--- config.mk ---
export PLATFORM = sky130hd
export DESIGN_NAME = attest_guard
export DESIGN_NICKNAME = d
export VERILOG_FILES = /design/src/rtl/attest_guard.sv
export SDC_FILE = /design/constraint.sdc
export NUM_CORES = 1
export LEC_CHECK = 0
export CAP_MARGIN = 5
export CORE_ASPECT_RATIO = 0.9
export CORE_MARGIN = 10
export CORE_UTILIZATION = 39
export CTS_CLUSTER_SIZE = 14
export DETAILED_ROUTE_END_ITERATION = 8
export GPL_TIMING_DRIVEN = 0
export PLACE_DENSITY_LB_ADDON = 0.15
export SLEW_MARGIN = 20
export SYNTH_ARGS = -nofsm -noshare
export SYNTH_HDL_FRONTEND = slang
export SYNTH_SLANG_ARGS = --single-unit
export TNS_END_PERCENT = 30
--- constraint.sdc ---
create_clock -name clk -period 3.1 [get_ports clk]
set_input_delay 0.465 -clock clk [delete_from_list [all_inputs] [get_ports clk]]
set_output_delay 0.465 -clock clk [all_outputs]
set_load 0.01 [all_outputs]
--- src/rtl/attest_guard.sv ---
// attest_guard: hardware monitor for a remote-attestation routine. It watches
// the CPU program counter, the data bus, interrupts and DMA channels. Any
// access pattern that could leak the key or corrupt the attestation routine
// forces a bounded-length MCU reset through the KILL state.
module attest_guard #(
  parameter int                 ADDR_W        = 16,
  parameter int                 DMA_CH        = 2,
  parameter logic [ADDR_W-1:0]  RESET_HANDLER = 16'h0000,
  parameter logic [ADDR_W-1:0]  CODE_BASE     = 16'hA000,
  parameter logic [ADDR_W-1:0]  CODE_END      = 16'hDFFE,
  parameter logic [ADDR_W-1:0]  KEY_BASE      = 16'h6A00,
  parameter logic [ADDR_W-1:0]  KEY_END       = 16'h6A3F,
  parameter logic [ADDR_W-1:0]  STACK_BASE    = 16'h0A00,
  parameter logic [ADDR_W-1:0]  STACK_END     = 16'h0DFF,
  parameter int                 RESET_CYCLES  = 4
) (
  input  logic                     clk,
  input  logic                     reset,
  input  logic [ADDR_W-1:0]        pc,
  input  logic                     data_en,
  input  logic                     data_wr,
  input  logic [ADDR_W-1:0]        data_addr,
  input  logic                     irq,
  input  logic [DMA_CH-1:0]        dma_en,
  input  logic [DMA_CH*ADDR_W-1:0] dma_addr,
  output logic                     hw_reset,
  output logic                     in_att,
  output logic [5:0]               viol_cause,
  output logic [7:0]               viol_count
);

  // Down-counter wide enough to hold RESET_CYCLES-1 (at least one bit).
  localparam int                CNT_W    = (RESET_CYCLES > 1) ? $clog2(RESET_CYCLES) : 1;
  localparam logic [CNT_W-1:0]  CNT_LOAD = CNT_W'(RESET_CYCLES - 1);

  typedef enum logic [1:0] {
    IDLE = 2'b00,
    ATT  = 2'b01,
    KILL = 2'b10
  } state_t;

  state_t              state_r;
  logic [ADDR_W-1:0]   prev_pc_r;
  logic [CNT_W-1:0]    down_cnt_r;
  logic [5:0]          viol_cause_r;
  logic [7:0]          viol_count_r;
  logic                hw_reset_r;
  logic                in_att_r;

  logic                pc_in_code_s;
  logic [5:0]          viol_terms_s;
  logic                viol_any_s;
  logic                dma_hit_s;

  // Inclusive unsigned range test shared by every region compare.
  function automatic logic in_range(input logic [ADDR_W-1:0] addr,
                                    input logic [ADDR_W-1:0] lo,
                                    input logic [ADDR_W-1:0] hi);
    return (addr >= lo) && (addr <= hi);
  endfunction

  // A DMA address is sensitive when it falls in the key or the stack region.
  function automatic logic dma_sensitive(input logic [ADDR_W-1:0] addr);
    return in_range(addr, KEY_BASE, KEY_END) || in_range(addr, STACK_BASE, STACK_END);
  endfunction

  // Combinational violation terms, evaluated every cycle in every state.
  always_comb begin
    pc_in_code_s = in_range(pc, CODE_BASE, CODE_END);
    dma_hit_s    = 1'b0;
    for (int i = 0; i < DMA_CH; i++) begin
      if (dma_en[i] && (dma_sensitive(dma_addr[i*ADDR_W +: ADDR_W]) || (state_r == ATT))) begin
        dma_hit_s = 1'b1;
      end else begin
        dma_hit_s = dma_hit_s;
      end
    end
    viol_terms_s[0] = (state_r == IDLE) && pc_in_code_s && (pc != CODE_BASE);
    viol_terms_s[1] = (state_r == ATT) && !pc_in_code_s && (prev_pc_r != CODE_END);
    viol_terms_s[2] = (state_r == ATT) && irq;
    viol_terms_s[3] = data_en && in_range(data_addr, KEY_BASE, KEY_END) && !pc_in_code_s;
    viol_terms_s[4] = (state_r == ATT) && data_en && data_wr &&
                      !in_range(data_addr, STACK_BASE, STACK_END);
    viol_terms_s[5] = dma_hit_s;
    viol_any_s      = |viol_terms_s;
  end

  // Guard FSM with registered outputs, sticky cause flags and saturating count.
  always_ff @(posedge clk) begin
    if (reset) begin
      state_r      <= IDLE;
      prev_pc_r    <= RESET_HANDLER;
      down_cnt_r   <= {CNT_W{1'b0}};
      viol_cause_r <= 6'b000000;
      viol_count_r <= 8'h00;
      hw_reset_r   <= 1'b0;
      in_att_r     <= 1'b0;
    end else begin
      prev_pc_r <= pc;
      case (state_r)
        IDLE, ATT: begin
          if (viol_any_s) begin
            state_r      <= KILL;
            hw_reset_r   <= 1'b1;
            in_att_r     <= 1'b0;
            down_cnt_r   <= CNT_LOAD;
            viol_cause_r <= viol_cause_r | viol_terms_s;
            if (viol_count_r != 8'hFF) begin
              viol_count_r <= viol_count_r + 8'h01;
            end else begin
              viol_count_r <= viol_count_r;
            end
          end else if ((state_r == IDLE) && (pc == CODE_BASE)) begin
            state_r    <= ATT;
            hw_reset_r <= 1'b0;
            in_att_r   <= 1'b1;
          end else if ((state_r == ATT) && !pc_in_code_s && (prev_pc_r == CODE_END)) begin
            state_r    <= IDLE;
            hw_reset_r <= 1'b0;
            in_att_r   <= 1'b0;
          end else begin
            state_r <= state_r;
          end
        end
        KILL: begin
          // Violations are ignored here; only the reset handler ends KILL.
          if ((down_cnt_r == {CNT_W{1'b0}}) && (pc == RESET_HANDLER)) begin
            state_r    <= IDLE;
            hw_reset_r <= 1'b0;
            in_att_r   <= 1'b0;
          end else if (down_cnt_r != {CNT_W{1'b0}}) begin
            down_cnt_r <= down_cnt_r - {{(CNT_W-1){1'b0}}, 1'b1};
          end else begin
            down_cnt_r <= down_cnt_r;
          end
        end
        default: begin
          // Unreachable encoding: fail safe into KILL.
          state_r    <= KILL;
          hw_reset_r <= 1'b1;
          in_att_r   <= 1'b0;
          down_cnt_r <= CNT_LOAD;
        end
      endcase
    end
  end

  assign hw_reset   = hw_reset_r;
  assign in_att     = in_att_r;
  assign viol_cause = viol_cause_r;
  assign viol_count = viol_count_r;

endmodule

==> flow_summary.toml, run 1 <==
[placed_design]
dpl.cell_count = 301
dp_worst_setup_slack_ns = 0.168
dp_hpwl_um = 3800
numPortBuffers = 68
place_congestion = 0.763

[clock_network]
cts_buffers = 5
cts_tree = "built"
clock_path_buffers = 2
clk_pin_slew_worst_paths_ns = 0.07
clk_latency_ns = 0.30
cts_hold_buffers = 0
cts_root_buf = "clkbuf_8"
h-tree-depth = 2
cts.sinks = 35
cts_resized = 0
postCtsSetupBuffers = 0

[route]
wirelength_met1_um = 1990
vias_per_cell = 5.20
final_antenna_net_count = 0
first_iter_violations = 68
top_layer = "met4"
routed_wl_um = 4640
route.vias.total = 1607
dr.pass1.iters = 4
drc = 0
detail_route.wl_per_cell_um = 15.0
met2_length_um = 2170
wl_met3_um = 406

[cells_and_area]
mostFrequentLayoutCells = "clkdlybuf4s50_1 (68), dfxtp_1 (35), nor2_1 (23), nor2b_1 (21), nand2_1 (8)"
multi_input_area_um2 = 918
regArea_um2 = 701
fin_util_pct = 60.7
final_common_cell = "clkdlybuf4s50_1"
fin_nets = 333
fillers = 367
diodes = 0
area_growth_pct = 49.6
finalNonFillerCells = 309
drive_above_1_share_pct = 8.05

[yosys]
synth_top_family_by_area = "simple AND/OR/NAND/NOR gates"
postSynth.asyncResetShare_pct = 0
ys.flop_type = "dfxtp_1"
yosys-top-cells-area = "dfxtp_1 (42%), nor2b_1 (7.9%), nor2_1 (5.2%), mux2_4 (2.7%), nand4b_1 (2.6%)"
synth_cells = 185
synth_area_leader_cell = "dfxtp_1"
yosys.area_share.simple_pct = 35.5
synth_warnings = 0
postSynthAreaPerCell_um2 = 9.00
yosysSeqAreaShare_pct = 42.1
synth_nets = 258
synthMuxAreaShare_pct = 3.38
ys_ff_latch = 35
synth_compound_area_share_pct = 12.7
synthXorXnorAreaFrac_pct = 2.11
syn_area_mm2 = 0.00166
yosysUniqueCellTypes = 47
synth_edf_count = 0
synth_top_cell_area_share_pct = 42.1
synthAdderAreaFrac_pct = 1.50

[timing]
tightest_slew_ns = 0.521
relSlewSlack_pct = 65.1
max_freq_mhz = 381
finalSetupViolations = 0
period_share_pct = 84.6
finalCriticalPeriod_ns = 2.62
finalSetupTns_ns = 0
rsz0062_at_grt = "false"
hold_viol_final = 0
finalWorstSetupSlack_ns = 0.477
finClkSkew_ns = 0.00954
final_max_slew_viol_count = 0

[floorplanning]
fp.dieH_um = 82.0
dieArea_mm2 = 0.00728
rows = 22
start_util_pct = 40.6
core_mm2 = 0.00410
ios = 87
die_w_um = 88.9

[power_and_ir_drop]
swShare_pct = 25.1
vdd_ir_drop_max_mv = 0.303
internal_power_w = 0.000724
total_power_w = 0.000966
seq_power_share_pct = 49.6
switchingPower_w = 0.000242
pwr-share-clk_pct = 33.7
p_comb_share_pct = 16.7
p_leak_nw = 0.903
p_per_area_mw_per_mm2 = 388

[grt]
track_usage_pct = 12.9
grt_pass1_vias = 1623
grt_pass1_wl_um = 7360
grt-ovfl-total = 0
antenna_found_initial = 0
grt_max_degree = 12

[flow_run]
cap_violations = 0

[critical_path]
r2r_slack_ns = 0.87
worst-setup-path-type = "input port to flip-flop"
startpoint_type = "input port"
arrival_ns = 2.81
required_ns = 3.29
endpoint_kind = "flip-flop"
worstPathMaxFanout = 10

[run_status]
outcome = "complete, no violations"

[min_path]
hold_path.class = "flip-flop to flip-flop"
sequential cells by signal, summed over array words and instances, names as in the netlist:
register    flops
prev_pc_r      16
viol_count      8
viol_cause      6
down_cnt_r      2
state_r         2
in_att          1
synth_stat cells (2+ instances only):
| cell | n |
|---|---|
| a211oi_1 | 2 |
| a21o_1 | 2 |
| a21oi_1 | 7 |
| a31oi_1 | 2 |
| a41oi_1 | 2 |
| and2_1 | 2 |
| and3_1 | 4 |
| clkbuf_1 | 4 |
| dfxtp_1 | 35 |
| ha_1 | 2 |
| inv_1 | 5 |
| mux2_4 | 3 |
| nand2_1 | 8 |
| nand2b_1 | 2 |
| nand3_1 | 7 |
| nand4_1 | 6 |
| nand4b_1 | 5 |
| nor2_1 | 23 |
| nor2b_1 | 21 |
| nor3_1 | 5 |
| nor4_1 | 4 |
| nor4b_1 | 2 |
| o21ai_0 | 5 |
| or4_1 | 2 |
| xnor2_1 | 2 |
| xor2_1 | 2 |
layout make-up:
cell class / count / share of cell area [%]
Buffer: 5 / 1.06
Clock inverter: 2 / 0.503
Clock buffer: 6 / 2.91
Inverter: 5 / 0.754
Timing Repair Buffer: 68 / 27.3
Multi-Input combinational cell: 140 / 36.9
Sequential cell: 35 / 28.1
Tap cell: 48 / 2.41
path summary, 6_finish.rpt:
check                                      to           from  cells after the start
worst min register to register  viol_cause[5]  viol_cause[5]                      2
worst max-delay path            viol_count[3]   dma_addr[29]                      9
worst min-delay path            viol_cause[5]  viol_cause[5]                      2
worst max register to register  viol_count[2]  prev_pc_r[13]                      8
kinds of logic after synthesis:
group                      count (synthesis)
and+or+nand+nor                          101
DFF                                       35
AOI/OAI and AO/OA                         29
buffers and inverters                     10
xor gates and xnor gates                   4
muxes                                      4
adders and majority gates                  2
routing by layer:
metal,global-route usage (%),up-vias
met3,6.13,7
met2,20.2,47
met4,5.81,0
met1,14.8,730
met5,0,-
li1,-,823
through the flow:
stage / instance area, um^2 / hold WS [ns]
after global placement: 2400 / 0.448
after global routing: 2490 / 0.499
after CTS: 2490 / 0.479
after detailed placement: 2400 / 0.459
final: 2490 / 0.472
after floorplan: 1660 / 0.447
power by group through the flow:
stage                     Clock, W  Sequential (W)  Combinational, W
final                     0.000325        0.000479          0.000161
after global routing      0.000349        0.000481          0.000177
after CTS                 0.000334        0.000479          0.000162
after detailed placement         0        0.000489          0.000161
after global placement           0        0.000489          0.000160
after floorplan                  0        0.000489         0.0000604
worst max-delay path, stage by stage:
cell and delay (ns):
clkdlybuf4s50_1 0.47, nor4b_1 0.22, nand4b_1 0.15, a2111oi_2 0.37, a41oi_1 0.13, a31oi_2 0.32
buf_6 0.18, and4_4 0.22, mux2_4 0.29
No activity file was read; power rests on OpenSTA's default activity.
==> run 2: changes to the inputs <==
- clock period: 3.1 -> 2.7 ns (I/O delays scaled with it)
==> results of run 2 <==
The final DEF is identical to that of run 1. Status: complete, no violations.
Among the figures that moved: setup slack after placement 0.168 ns -> -0.172 ns; setup slack after layout 0.477 ns -> 0.137 ns; register-to-register setup slack 0.87 ns -> 0.47 ns; total power 0.000966 W -> 0.00111 W; worst IR drop on VDD 0.303 mV -> 0.348 mV
==> run 3: changes to the inputs <==
- SETUP_SLACK_MARGIN: default -> 0.4
==> flow_summary.toml, run 3 (same netlist as run 1, synthesis figures left out) <==
[route]
detail_route.wl_per_cell_um = 16.0
final_antenna_net_count = 0
first_iter_violations = 76
dr.pass1.iters = 6
routed_wl_um = 5230
route.vias.total = 1706
drc = 0
vias_per_cell = 5.23

[grt]
grt_pass1_vias = 1734
antenna_found_initial = 0
grt_pass1_wl_um = 8070
track_usage_pct = 14.2
grt_max_degree = 12
grt-ovfl-total = 0

[min_path]
hold_path.class = "input port to flip-flop"
hold_start = "pc[13]"
hold_depth = 2

[cells_and_area]
area_growth_pct = 66.3
regMostFlops = "prev_pc_r"
fin_nets = 350
final_design_area_no_fill_mm2 = 0.00277
diodes = 0
mostFrequentLayoutCells = "clkdlybuf4s50_1 (36), dfxtp_1 (35), nor2_1 (22), nor2b_1 (21), buf_4 (16)"
finalNonFillerCells = 326
final_common_cell = "clkdlybuf4s50_1"
largest_register_ffs = 16
drive_above_1_share_pct = 19.1

[critical_path]
reg2reg_depth = 8
required_ns = 2.86
cp.depth = 16
crit_path_frequent_cell = "buf_4"
crit_path_top_delay_cell = "nor3b_4"
cp_num_buf_inv = 12
worst-setup-path-type = "input port to flip-flop"
worstPathMaxFanout = 2
path_cells = "clkdlybuf4s15_1 -> nor3b_4 -> a31oi_2 -> buf_4 -> buf_4 -> buf_4 -> buf_4 -> buf_4 -> buf_4 -> buf_4 -> buf_4 -> buf_4 -> buf_4 -> buf_4 -> a21oi_2 -> nor2_1"
arrival_ns = 2.45
crit_start = "data_addr[12]"
r2r-start = "prev_pc_r[13]"
startpoint_type = "input port"
crit_path_max_incr_delay_ns = 0.21
endpoint_kind = "flip-flop"
cp_top_family = "buffers and inverters"

[timing]
rsz0062_at_grt = "true"
finalCriticalPeriod_ns = 2.28
finalSetupViolations = 0
final_max_slew_viol_count = 0
tightest_slew_ns = 0.550
max_freq_mhz = 438
finalWorstSetupSlack_ns = 0.419
period_share_pct = 84.5
hold_viol_final = 0
whs_ns = 0.431
finClkSkew_ns = 0.00670
finalSetupTns_ns = 0
relSlewSlack_pct = 63.4

[run_status]
outcome = "complete, no violations"

[clock_network]
cts_root_buf = "clkbuf_8"
h-tree-depth = 2
clock_path_buffers = 2
cts_buffers = 5
cts.sinks = 35
clk_pin_slew_worst_paths_ns = 0.07
clk_latency_ns = 0.30
cts_hold_buffers = 0
cts_tree = "built"

[floorplanning]
fp.dieH_um = 82.0
core_mm2 = 0.00410
die_w_um = 88.9
rows = 22
ios = 87
dieArea_mm2 = 0.00728
start_util_pct = 40.6

[placed_design]
place_congestion = 0.763
numPortBuffers = 68
dpl.cell_count = 301
dp_worst_setup_slack_ns = -0.172
dp_hpwl_um = 3800
dpl-instance-area_mm2 = 0.00240

[flow_run]
cap_violations = 0

[power_and_ir_drop]
vdd_ir_drop_max_mv = 0.360
p_leak_nw = 1.16
p_per_area_mw_per_mm2 = 415
==> run 3: worst reg2reg max path, cell delays in order (launching register included) <==
cell and delay (ns):
dfxtp_1 0.30, nand4b_1 0.16, or4_4 0.56, nand2_1 0.09, a21o_1 0.17, a31oi_4 0.12
buf_6 0.15, and3_4 0.17, mux2_4 0.28
==> run 3: final timing paths <==
kind,endpoint,slack [ns]
max,viol_cause[4],0.42
min,prev_pc_r[13],0.43
max reg2reg,viol_count[2],0.58
min reg2reg,viol_cause[5],0.47
==> run 3: area by class of cell <==
cell class	instances	area [um^2]
repair buffers	85	830
clock buffers	6	72.6
well taps	48	60.1
plain buffers	5	26.3
clock inverters	2	12.5
fillers	341	1330
flip-flops and latches	35	701
inverters	5	18.8
multi-input cells	140	1050
==> run 3: stage by stage <==
stage	utilization, %	total power, W
floorplan	-	0.000631
global route	67.5	0.00119
global placement	58.6	0.000745
detailed placement	58.6	0.000747
finish	67.5	0.00115
CTS	64.9	0.00114
==> run 3: layer usage <==
| layer | track usage (%) | routed length [um] | vias to the layer above |
|---|---|---|---|
| met4 | 7.10 | 123 | 0 |
| li1 | - | - | 860 |
| met1 | 15.6 | 2120 | 788 |
| met5 | 0 | 0 | - |
| met3 | 6.23 | 389 | 11 |
| met2 | 23.2 | 2600 | 47 |
==> run 3: timing repair <==
item,4_1_cts,5_1_grt
endpoints found under the setup margin,7,11
buffers inserted,17,0
pin swaps,14,16
gates resized for setup,29,33
==> run 3: power breakdown <==
| group | switching [W] | internal, W | total (W) |
|---|---|---|---|
| combinational | 0.0000906 | 0.000124 | 0.000215 |
| clock | 0.000202 | 0.000180 | 0.000382 |
| sequential | 0.0000125 | 0.000538 | 0.000551 |
